[src/rtl/wb_port_arbiter.sv]
// wb_port_arbiter
// Shares the register-file write port between the in-order writeback stage
// and a multi-cycle execution unit. Multi-cycle results wait in a small
// in-order FIFO and drain whenever the writeback slot is idle. A head entry
// that is denied for too long forces a one-cycle pipeline freeze so it can
// write. Decode sources are compared against queued destinations so the
// hazard unit can hold decode.
module wb_port_arbiter #(
  parameter int DEPTH    = 2,
  parameter int MAX_WAIT = 4,
  parameter int XLEN     = 32
) (
  input  logic            clk,
  input  logic            rst,
  input  logic            RegWriteW,
  input  logic [4:0]      RdW,
  input  logic [XLEN-1:0] ResultW,
  input  logic            mc_valid,
  output logic            mc_ready,
  input  logic [4:0]      mc_rd,
  input  logic [XLEN-1:0] mc_data,
  input  logic [4:0]      rs1_d,
  input  logic [4:0]      rs2_d,
  output logic            pend_hit,
  output logic            stall_o,
  output logic            RegWrite_o,
  output logic [4:0]      Rd_o,
  output logic [XLEN-1:0] WD_o
);

  localparam int PTR_W  = $clog2(DEPTH);
  localparam int CNT_W  = PTR_W + 1;
  localparam int WAIT_W = $clog2(MAX_WAIT + 1);

  // FIFO storage; payload is never reset, only the occupancy bookkeeping is.
  logic [4:0]       rd_mem   [DEPTH];
  logic [XLEN-1:0]  data_mem [DEPTH];
  logic [DEPTH-1:0] vld;
  logic [PTR_W-1:0] rd_ptr;
  logic [PTR_W-1:0] wr_ptr;
  logic [CNT_W-1:0] count;

  // Starvation tracking for the FIFO head.
  logic [WAIT_W-1:0] wait_cnt;
  logic              stall_q;

  logic empty;
  logic full;
  logic accept;
  logic store;
  logic busy;
  logic grant_fifo;
  logic stall_set;

  // Saturating increment of the starvation counter; holds at MAX_WAIT.
  function automatic logic [WAIT_W-1:0] sat_inc(input logic [WAIT_W-1:0] v);
    if (v == WAIT_W'(MAX_WAIT)) begin
      return v;
    end
    return v + 1'b1;
  endfunction

  // Handshake and arbitration decisions from registered state and inputs.
  always_comb begin
    empty      = (count == '0);
    full       = (count == CNT_W'(DEPTH));
    mc_ready   = !rst && !full;
    accept     = mc_valid && mc_ready;
    // A result for x0 completes its handshake but is never queued.
    store      = accept && (mc_rd != 5'd0);
    busy       = RegWriteW && (RdW != 5'd0);
    // While stall_q is high the W instruction is frozen and re-presents next
    // cycle, so the FIFO head may take the port even if W wants it.
    grant_fifo = !empty && (!busy || stall_q);
    stall_set  = !grant_fifo && !empty && (wait_cnt == WAIT_W'(MAX_WAIT - 1));
    stall_o    = stall_q;
  end

  // Register-file write port mux; forced quiet while reset is asserted.
  always_comb begin
    RegWrite_o = 1'b0;
    Rd_o       = 5'd0;
    WD_o       = '0;
    if (!rst) begin
      if (grant_fifo) begin
        RegWrite_o = 1'b1;
        Rd_o       = rd_mem[rd_ptr];
        WD_o       = data_mem[rd_ptr];
      end else if (busy) begin
        RegWrite_o = 1'b1;
        Rd_o       = RdW;
        WD_o       = ResultW;
      end
    end
  end

  // Pending-write hit over every valid entry; x0 sources never hit.
  always_comb begin
    pend_hit = 1'b0;
    for (int i = 0; i < DEPTH; i++) begin
      if (vld[i]) begin
        if ((rs1_d != 5'd0) && (rd_mem[i] == rs1_d)) pend_hit = 1'b1;
        if ((rs2_d != 5'd0) && (rd_mem[i] == rs2_d)) pend_hit = 1'b1;
      end
    end
  end

  // FIFO payload write; no reset needed since vld gates every use.
  always_ff @(posedge clk) begin
    if (store) begin
      rd_mem[wr_ptr]   <= mc_rd;
      data_mem[wr_ptr] <= mc_data;
    end
  end

  // FIFO pointers, occupancy and per-entry valid flags.
  always_ff @(posedge clk or posedge rst) begin
    if (rst) begin
      rd_ptr <= '0;
      wr_ptr <= '0;
      count  <= '0;
      vld    <= '0;
    end else begin
      // Enqueue and dequeue never touch the same slot: enqueue needs a
      // non-full FIFO and dequeue a non-empty one, so the pointers differ.
      if (store) begin
        wr_ptr      <= wr_ptr + 1'b1;
        vld[wr_ptr] <= 1'b1;
      end
      if (grant_fifo) begin
        rd_ptr      <= rd_ptr + 1'b1;
        vld[rd_ptr] <= 1'b0;
      end
      case ({store, grant_fifo})
        2'b10:   count <= count + CNT_W'(1);
        2'b01:   count <= count - CNT_W'(1);
        default: count <= count;
      endcase
    end
  end

  // Starvation counter and the one-cycle forced stall it triggers.
  always_ff @(posedge clk or posedge rst) begin
    if (rst) begin
      wait_cnt <= '0;
      stall_q  <= 1'b0;
    end else begin
      if (grant_fifo || empty) begin
        wait_cnt <= '0;
      end else begin
        wait_cnt <= sat_inc(wait_cnt);
      end
      stall_q <= stall_set;
    end
  end

endmodule

[config.mk]
export PLATFORM = sky130hd
export DESIGN_NAME = wb_port_arbiter
export DESIGN_NICKNAME = d
export VERILOG_FILES = /design/src/rtl/wb_port_arbiter.sv
export SDC_FILE = /design/constraint.sdc
export NUM_CORES = 1
export LEC_CHECK = 0
export BUFFER_PORTS_ARGS = -buffer_cell sky130_fd_sc_hd__buf_2
export CORE_MARGIN = 4
export CORE_UTILIZATION = 45
export DETAILED_ROUTE_END_ITERATION = 10
export PLACE_DENSITY_LB_ADDON = 0.05
export SYNTH_ARGS = -nofsm -noshare
export SYNTH_HDL_FRONTEND = slang
export SYNTH_SLANG_ARGS = --single-unit
[constraint.sdc]
create_clock -name clk -period 3.8 [get_ports clk]
set_clock_uncertainty 0.15 [all_clocks]
set_input_delay 0.38 -clock clk [delete_from_list [all_inputs] [get_ports clk]]
set_output_delay 0.38 -clock clk [all_outputs]
set_load 0.05 [all_outputs]
Word-level counts from Yosys, hierarchy flattened
Memory sizes are Yosys's and may differ from the RTL's. Cells that the tools add are included.

Flip-flop bits (word level): 10. Bits in latches: 0. Memory bits (writable): 74. Bits in read-only memories: 0. Input bits: 88. Word-level logic and storage cells: 84. Memories: 2.

Add/sub/neg operators: 5. Multipliers: 0. Divide/modulo/power cells: 0. $lt $le $gt $ge: 4. Equal/unequal tests: 10. Shifts and indexed selects: 0. Multiplexer cells: 28. Bitwise operators: 3. Reduce and logical (&&, ||, !) cells: 26.

Memory list: data_mem (words 2, bits a word 32, read ports 1, clocked after memory_dff 0, wr ports 1, line 37) `logic [XLEN-1:0] data_mem [DEPTH];`; rd_mem (words 2, bits a word 5, read ports 3, clocked after memory_dff 0, wr ports 1, line 36) `logic [4:0] rd_mem [DEPTH];`.

Operators by type and width (number): 32-bit 2-to-1 mux (3); 5-bit == test (4); 5-bit nonzero test (4); 1-bit 2-to-1 mux (15); 5-bit 2-to-1 mux (3); 1-bit logical AND (13); 3-bit 2-to-1 mux (2); 1-bit zero test (5); 2-bit == test (second input constant) (2); 1-bit by 2-bit less-than comparator with 1-bit output (second input constant) (2); 2-bit 2-to-1 mux (2); 2-bit one-hot mux with 2 select lines (1); 3-bit by 1-bit adder with 3-bit output (second input constant) (1); 3-bit by 2-bit == test with 1-bit output (second input constant) (1); 3-bit == test (second input constant) (1); 3-bit inequality test (second input constant) (1); 1-bit adder (second input constant) (2); 2-bit by 1-bit adder with 2-bit output (second input constant) (1); 2-bit bitwise AND (1); 1-bit demux with 1-bit select (2); 2-bit by 1-bit == test with 1-bit output (second input constant) (1); 1-bit >= comparator (second input constant) (2); 2-bit zero test (1); 1-bit logical OR (2); other kinds (4) (4).

Logic depth before layout (Yosys ltp)
Gate-level depths: netlist of run 1.

Word-level depth: 9. Gate-level depth with buffers: 8. Depth with buffers taken out: 8.

Worst setup path after synthesis of run 1
Ideal clock, no wire load.

Kind: register to register. Start: reg count[0]. End: mem data_mem[1][0], enable pin. Arrival: 3291 ps. Data required time: 3217 ps. Path slack: -74 ps. Cell stages (with the launch flop): 5. Clock period less this slack: 3874 ps. Cells stage by stage: dfrtp_1 inv_1 a21oi_1 o211ai_1 nor2_1.

Longest elaborated chain between the ends: 7.

Ends and longest elaborated chain: start, declared (line 41) `logic [CNT_W-1:0] count;`; start signal, assigned (line 135) `2'b10: count <= count + CNT_W'(1);`; start signal, assigned (line 136) `2'b01: count <= count - CNT_W'(1);`; start signal, assigned (line 137) `default: count <= count;`; 2-bit == test (line 66) `full = (count == CNT_W'(DEPTH));`; 1-bit zero test (line 67) `mc_ready = !rst && !full;`; 1-bit logical AND (line 67); named net mc_ready (line 19) `output logic mc_ready,`; 1-bit logical AND (line 68) `accept = mc_valid && mc_ready;`; 1-bit logical AND (line 70) `store = accept && (mc_rd != 5'd0);`; 1-bit 2-to-1 mux (line 110) `if (store) begin`; 1-bit 2-to-1 mux (not written as such) (line 112) `data_mem[wr_ptr] <= mc_data;`; end, declared (line 37).

The timed path passes the listed nets, and every way through them passes these cells.

Worst setup path after layout of run 1
Start: in rst. End: out WD_o[21].

Longest elaborated chain between the ends: 1.

Ends and longest elaborated chain: start, declared (line 14) `input logic rst,`; 32-bit 2-to-1 mux (line 84) `if (!rst) begin`; end, declared (line 28) `output logic [XLEN-1:0] WD_o`.

Every way passes these cells.

==> metrics.md, run 1 <==
| Metric | Value |
|---|---|
| Power per cell area | 599 nW/um2 |
| Final worst path period share | 79.0% |
| Vias in the first global route | 2645 |
| CTS tree | built |
| Post-route DRC | 0 |
| Area Overhead vs Synth | 24.0% |
| Crit-path slowest cell | dlygate4sd3_1 |
| Hold_sp | mc_data[24] |
| Status | finished, final reports clean |
| Period minus WS final | 3.00 ns |
| Slew @ Worst Pin | 0.691 ns |
| Dpl cells | 513 |
| RD Place Congestion | 0.881 |
| Ant diodes | 0 |
| Initial core utilization | 47.1% |
| Top sig layer | met4 |
| Chip width | 102 um |
| Die height | 102 um |
| Crit path capture type | primary output |
| Clock root buffer | clkbuf_8 |
| Number of synthesized flops with an enable pin | 74 |
| Synth top area share | 56.3% |
| Routed Antenna Nets | 0 |
| Post-Route WL | 8.13 mm |
| Drt initial violations | 64 |
| PortBufs | 128 |
| DRT Pass-1 Iters | 4 |
| First-pass GRT wire length | 12.7 mm |
| Average cell area after synthesis | 13.7 um2 |
| Syn nets | 379 |
| Layout cells sized above 1 | 44.2% |
| Worst Setup EP | WD_o[21] |
| Critical path class | primary input to primary output |
| Longest Clk Path Bufs | 2 |
| Leak Pwr | 0.00207 uW |
| Worst Path Max Fanout | 18 |
| Avg WL per Cell | 15.3 um |
| Worst Path Required | 3.27 ns |
| Worst path cell trace | dlygate4sd3_1 > buf_2 > inv_1 > nand2_1 > nor2_2 > buf_4 > nand2_1 > o21ai_2 > buf_2 |
| Biggest area consumer among synthesized cells | edfxtp_1 |
| R2r worst-path depth | 5 |
| Slew headroom | 53.8% |
| Post-Syn Instances | 287 |
| Worst Hold Class | primary input to register |
| FP Rows | 33 |
| Met2 routed WL | 4.00 mm |
| Metal-1 WL | 3.27 mm |
| Die footprint | 10300 um2 |
| VDD IR-drop max | 0.277 mV |
| Yosys warns | 0 |
| Register bit total from synthesis | 84 |
| Total clock sinks | 84 |
| Total setup buffers inserted after CTS | 0 |
| Post-synth top cells | edfxtp_1 (74), nand2_1 (42), mux2i_1 (37) |
| Slack of the worst reg-to-reg path | 1.30 ns |
| Largest net degree at the start of global routing | 38 |
| Cell variety after synth | 27 |
| Final setup fails | 0 |
| Grt ovf | 0 |
| Worst Path Arrival | 2.47 ns |
| Later-pin clock latency in the skew report | 0.35 ns |
| Final Non-Filler Cells | 530 |
| Worst reg2reg endpoint | data_mem[0][31]$_DFFE_PP_ |
| I/O pin count | 129 |
| Hold Path Stages | 1 |
| Max Slew Vio Count | 0 |
| Most numerous cell in the Yosys netlist | edfxtp_1 |
| R2r startpoint | count[0]$_DFFE_PP0P_ |
| All-Layer GR Usage | 16.3% |
| Max-cap check violation count | 0 |
| HPWL Detailed | 5.96 mm |
| Hold Vio Cnt, Final | 0 |
| Type of origin of the critical path | primary input |
| Beginning of the critical path | rst |
| Cell area after synthesis | 3940 um2 |
| Max Freq | 333 MHz |
| Initial antenna violation count | 0 |
| Critical Path Max Stage Delay | 0.53 ns |
| Ys async rst share | 11.9% |
| WL met3 | 618 um |
| Post-layout nets | 512 |
| Top_reg_cell synth | edfxtp_1 |
| Total CTS buffers | 9 |
| Design Power | 2930 uW |
| Synth top area cells | edfxtp_1 (56%), mux2i_1 (9.4%), o21ai_2 (6.9%), dfrtp_1 (6.3%), nand2_1 (4.0%) |
| CTS clk-pin slew, worst paths | 0.09 ns |
| Vias | 2661 |
| RSZ-0062 raised after global routing | false |
| Sequential cell area fraction in the yosys report | 62.7% |
| Vias per cell | 5.02 |
| Core area | 8380 um2 |
| H-tree depth | 3 |
-- worst max-delay path, delay by kind of cell --
family | cells | cell delay [ns]
AOI/OAI and AO/OA | 1 | 0.05
buffers and inverters | 5 | 1.36
and+or+nand+nor | 3 | 0.65
-- cell families after synthesis --
family	count (synthesis)	synth area share (%)
adders and majority gates	4	1.27
and+or+nand+nor	68	7.80
muxes	37	9.39
xor gates and xnor gates	26	5.77
buffers and inverters	19	3.33
AOI/OAI and AO/OA	49	9.74
DFF	84	62.7
-- area by class of cell --
cell class	instances	area, um2
Clock buffer	9	124
Clock inverter	7	75.1
Fill cell	695	3490
Inverter	7	26.3
Multi-Input combinational cell	184	1360
Sequential cell	84	2470
Tap cell	105	131
Timing Repair Buffer	134	701
-- sequential cells by signal (all words and copies together) (netlist names) --
name      flops
stall_o       1
wait_cnt      3
vld           2
data_mem     64
rd_mem       10
wr_ptr        1
count         2
rd_ptr        1
-- repair_timing --
item	4_1_cts	5_1_grt
gates resized for setup	0	0
hold buffers	1	0
setup endpoints to repair	0	0
endpoints found under the hold margin	10	0
-- how the worst min path moves through the flow --
| stage | slack [ns] | endpoint |
|---|---|---|
| after floorplan | 0.11 | count[0]$_DFFE_PP0P_ |
| after global routing | 0.04 | data_mem[0][28]$_DFFE_PP_ |
| after global placement | 0.28 | vld[1]$_DFF_PP0_ |
| after CTS | 0.05 | data_mem[0][24]$_DFFE_PP_ |
| after detailed placement | 0.29 | vld[1]$_DFF_PP0_ |
| final | 0.06 | data_mem[0][24]$_DFFE_PP_ |
-- metal layers --
layer  up-vias  track usage, %
met3        19            3.44
met4         0            8.28
met1      1203            19.8
met2       108            27.6
li1       1331               -
met5         -               0
-- report_power, final --
group | switching (uW) | internal (uW)
logic | 672 | 363
registers | 111 | 1160
clock network | 318 | 306
total | 1100 | 1830
-- layout by cell type (no fill, tap or decap), types with 3 or more instances in the layout --
cell and n:
inv_1 7, nand2_1 42, mux2i_1 37, edfxtp_1 74, ha_1 4, o21ai_2 31, xnor2_1 17, xor2_1 9
buf_4 4, or4_1 3, buf_2 128, dfrtp_1 9, nor4_1 4, o21ai_0 10, nand3_1 5, a21oi_1 4
clkbuf_8 9, nor2_1 6
-- per-stage QoR --
| step | area (um2) | hold slack (ns) | TNS, ns | util, % | setup slack (ns) |
|---|---|---|---|---|---|
| after floorplan | 3940 | 0.115 | -5.45 | - | -0.0738 |
| after global placement | 4680 | 0.281 | 0 | 55.8 | 0.943 |
| after detailed placement | 4680 | 0.292 | 0 | 55.8 | 0.872 |
| after CTS | 4890 | 0.0451 | 0 | 58.3 | 0.747 |
| after global routing | 4890 | 0.0418 | 0 | 58.3 | 0.641 |
| final | 4890 | 0.0591 | 0 | 58.3 | 0.799 |
Power figures use the tool's default switching activity.
==> run 2: changes to the inputs <==
Clock period 3.8 ns to 3.1 ns, I/O delays scaled along.
==> run 2 against run 1 <==
  * Core utilization is 4.6 points higher
  * Register-to-register slack worse by 0.20 ns
  * Design area is 7.9% higher
  * Critical path depth is 2 lower
  * Via count is 5.1% higher
  * First-iteration DRC count is 56% higher
  * Die area stayed put
  * Critical endpoint is now WD_o[31]
  * Highest routed layer unchanged
==> metrics.md, run 2 (synthesis results as in run 1) <==
| Metric | Value |
|---|---|
| Status | finished, final reports clean |
| Chip width | 102 um (unchanged) |
| Drt initial violations | 100 (+56%) |
| Vias per cell | 4.95 (-1.4%) |
| Post-route DRC | 0 (unchanged) |
| Core area | 8380 um2 (unchanged) |
| Slew headroom | 53.9% (+0.072 points) |
| All-Layer GR Usage | 16.8% (+0.42 points) |
| Max Slew Vio Count | 0 (unchanged) |
| Max Freq | 349 MHz |
| Critical path class | primary input to primary output |
| Die height | 102 um (unchanged) |
| Worst Path Arrival | 2.40 ns (-0.07 ns) |
| Longest Clk Path Bufs | 2 (unchanged) |
| VDD IR-drop max | 0.386 mV (+40%) |
| Multi-input gate area | 1360 um2 (+0.37%) |
| RSZ-0062 raised after global routing | false |
| # fillers | 678 (-2.4%) |
| Vias | 2797 (+5.1%) |
| Total CTS buffers | 9 (unchanged) |
| Pre-CTS WS | 0.302 ns (-0.571 ns) |
| Final worst path period share | 92.3% |
| Slew @ Worst Pin | 0.689 ns (-0.00247 ns) |
| Worst Hold Class | primary input to register |
| Avg WL per Cell | 14.8 um (-3.6%) |
| Cell Area, Placed | 4700 um2 (+0.48%) |
| Top reg by flops | data_mem |
| Hold Vio Cnt, Final | 0 (unchanged) |
| PortBufs | 128 (unchanged) |
| H-tree depth | 3 (unchanged) |
| Largest net degree at the start of global routing | 38 (unchanged) |
| CTS clk-pin slew, worst paths | 0.08 ns (about the same) |
| Register area | 2470 um2 (unchanged) |
| Most common cell after layout, fill and taps aside | buf_2 |
| RD Place Congestion | 0.864 (-1.9%) |
| Max FFs per register | 64 (unchanged) |
| Type of origin of the critical path | primary input |
| Later-pin clock latency in the skew report | 0.34 ns (about the same) |
| CTS tree | built |
| Routed Antenna Nets | 0 (unchanged) |
| Crit path capture type | primary output |
| Post-Route WL | 8.36 mm (+2.8%) |
| Worst Path Max Fanout | 37 (+19) |
| Final setup fails | 0 (unchanged) |
| Max-cap check violation count | 0 (unchanged) |
| Grt ovf | 0 (unchanged) |
| Period minus WS final | 2.86 ns |
| Clock root buffer | clkbuf_8 |
| Ant diodes | 0 (unchanged) |
| Commonest cells after routing, fill and taps aside | buf_2 (128), edfxtp_1 (74), nand2_1 (42) |
| FP Rows | 33 (unchanged) |
| Initial antenna violation count | 0 (unchanged) |
| Final WS setup | 0.237 ns (-0.562 ns) |
| Vias in the first global route | 2799 (+5.8%) |
| Leak Pwr | 0.00224 uW (+8.4%) |
| Die footprint | 10300 um2 (unchanged) |
| Final instance area | 5280 um2 (+7.9%) |
| Area Overhead vs Synth | 33.8% |
| Worst Path Required | 2.64 ns (-0.63 ns) |
| Post-layout nets | 547 (+6.8%) |
| Initial core utilization | 47.1% (unchanged) |
| Top Registers | data_mem: 64 flops, rd_mem: 10 flops, wait_cnt: 3 flops |
| I/O pin count | 129 (unchanged) |
| Power per cell area | 716 nW/um2 (+20%) |
| Layout cells sized above 1 | 41.5% (-2.7 points) |
| DRT Pass-1 Iters | 6 (+2) |
| HPWL Detailed | 5.94 mm (-0.31%) |
| First-pass GRT wire length | 13.2 mm (+3.9%) |
| Total clock sinks | 84 (unchanged) |
[run 2: changes by cell type in the layout (fill, tap and decap cells not counted)]
cell	delta
buf_4	+3
dlygate4sd3_1	+32
clkinv_2	+1
nor2_4	+1
nor2_2	-1
clkinv_1	-1
bufinv_16	+2
clkinvlp_4	-1
clkbuf_1	+1
clkinv_4	-2
[run 2: cell type report]
| cell class | instances | area share (%) |
|---|---|---|
| Sequential cell | 84 | 46.9 |
| Multi-Input combinational cell | 184 | 25.8 |
| Timing Repair Buffer | 169 | 19.8 |
| Inverter | 7 | 0.498 |
| Clock buffer | 10 | 2.42 |
| Tap cell | 105 | 2.49 |
| Clock inverter | 6 | 2.11 |
[run 2: final timing paths]
kind                                        endpoint  slack (ns)                 start  cells past startpoint
max in group asynchronous         rd_ptr$_DFFE_PP0N_        2.20                   rst                      4
max reg2reg                data_mem[1][28]$_DFFE_PP_        1.10  count[0]$_DFFE_PP0P_                      5
min                           rd_mem[0][2]$_DFFE_PP_        0.02              mc_rd[2]                      1
min reg2reg                         vld[0]$_DFF_PP0_        0.37      vld[0]$_DFF_PP0_                      1
min in group asynchronous         rd_ptr$_DFFE_PP0N_        0.42                   rst                      4
max                                         WD_o[31]        0.24                RdW[3]                      7
[run 2: what timing repair did]
| action | 4_1_cts | 5_1_grt |
|---|---|---|
| setup buffers | 0 | 0 |
| resized for setup | 0 | 1 |
| hold buffers | 33 | 0 |
| endpoints found under the setup margin | 0 | 18 |
| hold endpoints to repair | 74 | 0 |
[run 2: report_power, final]
| group | switching, uW | leakage, uW | internal (uW) | total, uW |
|---|---|---|---|---|
| combinational | 822 | 0.00133 | 485 | 1310 |
| clock | 369 | 0.000117 | 537 | 906 |
| sequential | 146 | 0.000801 | 1420 | 1560 |
[run 2: through the flow]
step                      instances  utilization [%]  power [uW]  setup TNS [ns]  hold WS [ns]
final                           565             62.9        3780               0        0.0220
after global routing            565             62.9        3990               0       0.00393
after CTS                       565             62.9        3830               0       0.00366
after detailed placement        516             56.1        2880               0         0.223
after global placement          516             56.1        2870               0         0.213
after floorplan                 287                -        2560          -14.25        0.0449
[run 2: critical path, cell delays in order]
cell and delay (ns):
buf_2 0.11, or4_4 0.54, o21ai_4 0.23, o21ai_2 0.12, nand2b_4 0.43, o21ai_0 0.34
buf_2 0.31
[run 2: metal layers]
layer	up-vias	global-route usage, %	part of all wire [%]
met4	0	6.44	0.98
met5	-	0	0
li1	1398	-	-
met2	91	29.4	50
met3	7	3.79	7.5
met1	1301	20.1	41
==> run 3: changes to the inputs <==
Settings changed: CAP_MARGIN from default to 20, PLACE_DENSITY from default to 0.72, PLACE_DENSITY_LB_ADDON 0.05 to default.
==> run 3 against run 2 <==
  * Core utilization is 0.27 points higher
  * Largest cell class unchanged
  * Design area is 0.43% higher
  * Non-clock buffer count is 1 lower
  * Global-route usage is 0.49 points higher
  * Register-to-register slack worse by 0.28 ns
  * Final cell count is 0.18% lower
==> metrics.md, run 3 (synthesis results as in run 1) <==
| Metric | Value |
|---|---|
| Status | finished, final reports clean |
| Top Registers | data_mem: 64 flops, rd_mem: 10 flops, wait_cnt: 3 flops |
| Final worst path period share | 91.4% (-0.96 points) |
| Period minus WS final | 2.83 ns (-0.0298 ns) |
| Worst Path Max Fanout | 37 (unchanged) |
| Worst Hold Class | primary input to register |
| Max FFs per register | 64 (unchanged) |
| Hold Vio Cnt, Final | 0 (unchanged) |
| Slew @ Worst Pin | 0.648 ns (-0.0408 ns) |
| Ant diodes | 0 (unchanged) |
| Initial core utilization | 47.1% (unchanged) |
| Most common cell after layout, fill and taps aside | buf_2 |
| Layout cells sized above 1 | 41.2% (-0.35 points) |
| Crit path capture type | primary output |
| Slew headroom | 56.6% (+2.7 points) |
| Grt met2 use | 30.6% (+1.2 points) |
| Final setup fails | 0 (unchanged) |
| PortBufs | 128 (unchanged) |
| Vias | 2821 (+0.86%) |
| Total CTS buffers | 9 (unchanged) |
| Die footprint | 10300 um2 (unchanged) |
| Core area | 8380 um2 (unchanged) |
| HPWL Detailed | 5.87 mm (-1.2%) |
| Multi-input gate area | 1360 um2 (unchanged) |
| Final instance area | 5300 um2 (+0.43%) |
| Worst Setup EP | Rd_o[4] |
| Die height | 102 um (unchanged) |
| Post-layout nets | 546 (-0.18%) |
| Max-cap check violation count | 0 (unchanged) |
| Avg WL per Cell | 15.4 um (+4.0%) |
| Area Overhead vs Synth | 34.4% |
| Leak Pwr | 0.00224 uW (about the same) |
| Max Slew Vio Count | 0 (unchanged) |
| R2r worst-path depth | 5 (unchanged) |
| Busiest grt layer | met2 |
| VDD IR-drop max | 0.502 mV (+30%) |
| Commonest cells after routing, fill and taps aside | buf_2 (128), edfxtp_1 (74), nand2_1 (42) |
| CTS tree | built |
| GRT met1 Usage | 21.1% (+1.0 points) |
| H-tree depth | 3 (unchanged) |
| Type of origin of the critical path | primary input |
| Cell Area, Placed | 4660 um2 (-0.90%) |
| DRT Pass-1 Iters | 4 (-2) |
| Critical path class | primary input to primary output |
| All-Layer GR Usage | 17.3% (+0.49 points) |
| RSZ-0062 raised after global routing | false |
| R2r startpoint | count[0]$_DFFE_PP0P_ |
| First-pass GRT wire length | 13.6 mm (+3.0%) |
| Chip width | 102 um (unchanged) |
| Post-route DRC | 0 (unchanged) |
| Final Non-Filler Cells | 564 (-0.18%) |
| Top reg by flops | data_mem |
| # fillers | 674 (-0.59%) |
| Hold Path Stages | 1 (unchanged) |
| Largest net degree at the start of global routing | 39 (+2.6%) |
| RD Place Congestion | 0.926 (+7.2%) |
| Grt ovf | 0 (unchanged) |
| Routed Antenna Nets | 0 (unchanged) |
| Final core utilization | 63.2% (+0.27 points) |
| I/O pin count | 129 (unchanged) |
| Max Freq | 353 MHz (+1.1%) |
| Met3 Resource Use GR | 3.10% (-0.69 points) |
| Slack of the worst reg-to-reg path | 0.82 ns (-0.28 ns) |
| Power per cell area | 713 nW/um2 (-0.37%) |
| Total clock sinks | 84 (unchanged) |
| Beginning of the critical path | RdW[3] |
| Drt initial violations | 125 (+25%) |
| Post-Route WL | 8.68 mm (+3.8%) |
| CTS clk-pin slew, worst paths | 0.09 ns (about the same) |
| Initial antenna violation count | 0 (unchanged) |
| Vias per cell | 5.00 (+1.0%) |
| Clock root buffer | clkbuf_8 |
| Dpl cells | 512 (-0.78%) |
| Worst reg2reg endpoint | data_mem[1][16]$_DFFE_PP_ |
| Total setup buffers inserted after CTS | 0 (unchanged) |
| Worst Path Arrival | 2.37 ns (-0.03 ns) |
| Later-pin clock latency in the skew report | 0.35 ns (about the same) |
| FP Rows | 33 (unchanged) |
| Longest Clk Path Bufs | 2 (unchanged) |
| Design Power | 3780 uW (about the same) |
| Worst Path Required | 2.64 ns (about the same) |
| Register area | 2470 um2 (unchanged) |
| Vias in the first global route | 2892 (+3.3%) |
-- run 3: cell count changes in the layout (fill, tap and decap cells not counted), sizes merged --
cell / delta
buf: -2
clkinv: +2
clkbuf: -1
dlygate4sd3: +1
inv: -1
-- run 3: what timing repair did --
action,in CTS,in global routing
hold buffers,34,0
setup endpoints to repair,0,17
gates resized for setup,0,1
hold endpoints to repair,76,0
-- run 3: area by class of cell --
cell class | count | area share (%)
sequential | 84 | 46.7
multi-input combinational | 184 | 25.7
timing repair buffer | 168 | 20.1
tap | 105 | 2.48
clock buffer | 9 | 2.34
clock inverter | 7 | 2.17
inverter | 7 | 0.496
-- run 3: worst min path at each step --
stage          startpoint                     end  slack, ns
2_1_floorplan         rst    count[0]$_DFFE_PP0P_       0.04
3_3_place_gp          rst        vld[0]$_DFF_PP0_       0.21
3_5_place_dp          rst        vld[1]$_DFF_PP0_       0.22
4_1_cts          mc_rd[1]  rd_mem[0][1]$_DFFE_PP_      0.005
5_1_grt          mc_rd[1]  rd_mem[0][1]$_DFFE_PP_      0.007
6_report         mc_rd[1]  rd_mem[0][1]$_DFFE_PP_       0.02
-- run 3: worst max-delay path, cell delays in order --
cell and delay [ns]:
buf_2 0.11, or4_4 0.56, o21ai_4 0.23, o21ai_2 0.12, nand2b_4 0.45, o21ai_0 0.30, buf_2 0.30
-- run 3: per-stage QoR --
| step | setup WS (ns) | TNS (ns) | hold slack [ns] |
|---|---|---|---|
| finish | 0.267 | 0 | 0.0160 |
| global route | 0.102 | 0 | 0.00709 |
| CTS | 0.0326 | 0 | 0.00454 |
| detailed placement | 0.274 | 0 | 0.216 |
| global placement | 0.358 | 0 | 0.205 |
| floorplan | -0.190 | -14.25 | 0.0449 |
-- run 3: power breakdown --
part	internal [uW]	switching, uW	leakage (uW)
Combinational	483	813	0.00133
Clock	532	379	0.000117
Sequential	1420	154	0.000801
-- run 3: metal layers --
layer,up-vias,part of all wire (%)
li1,1385,-
met1,1319,39
met2,106,52
met3,11,7.6
met4,0,1.5
met5,-,0
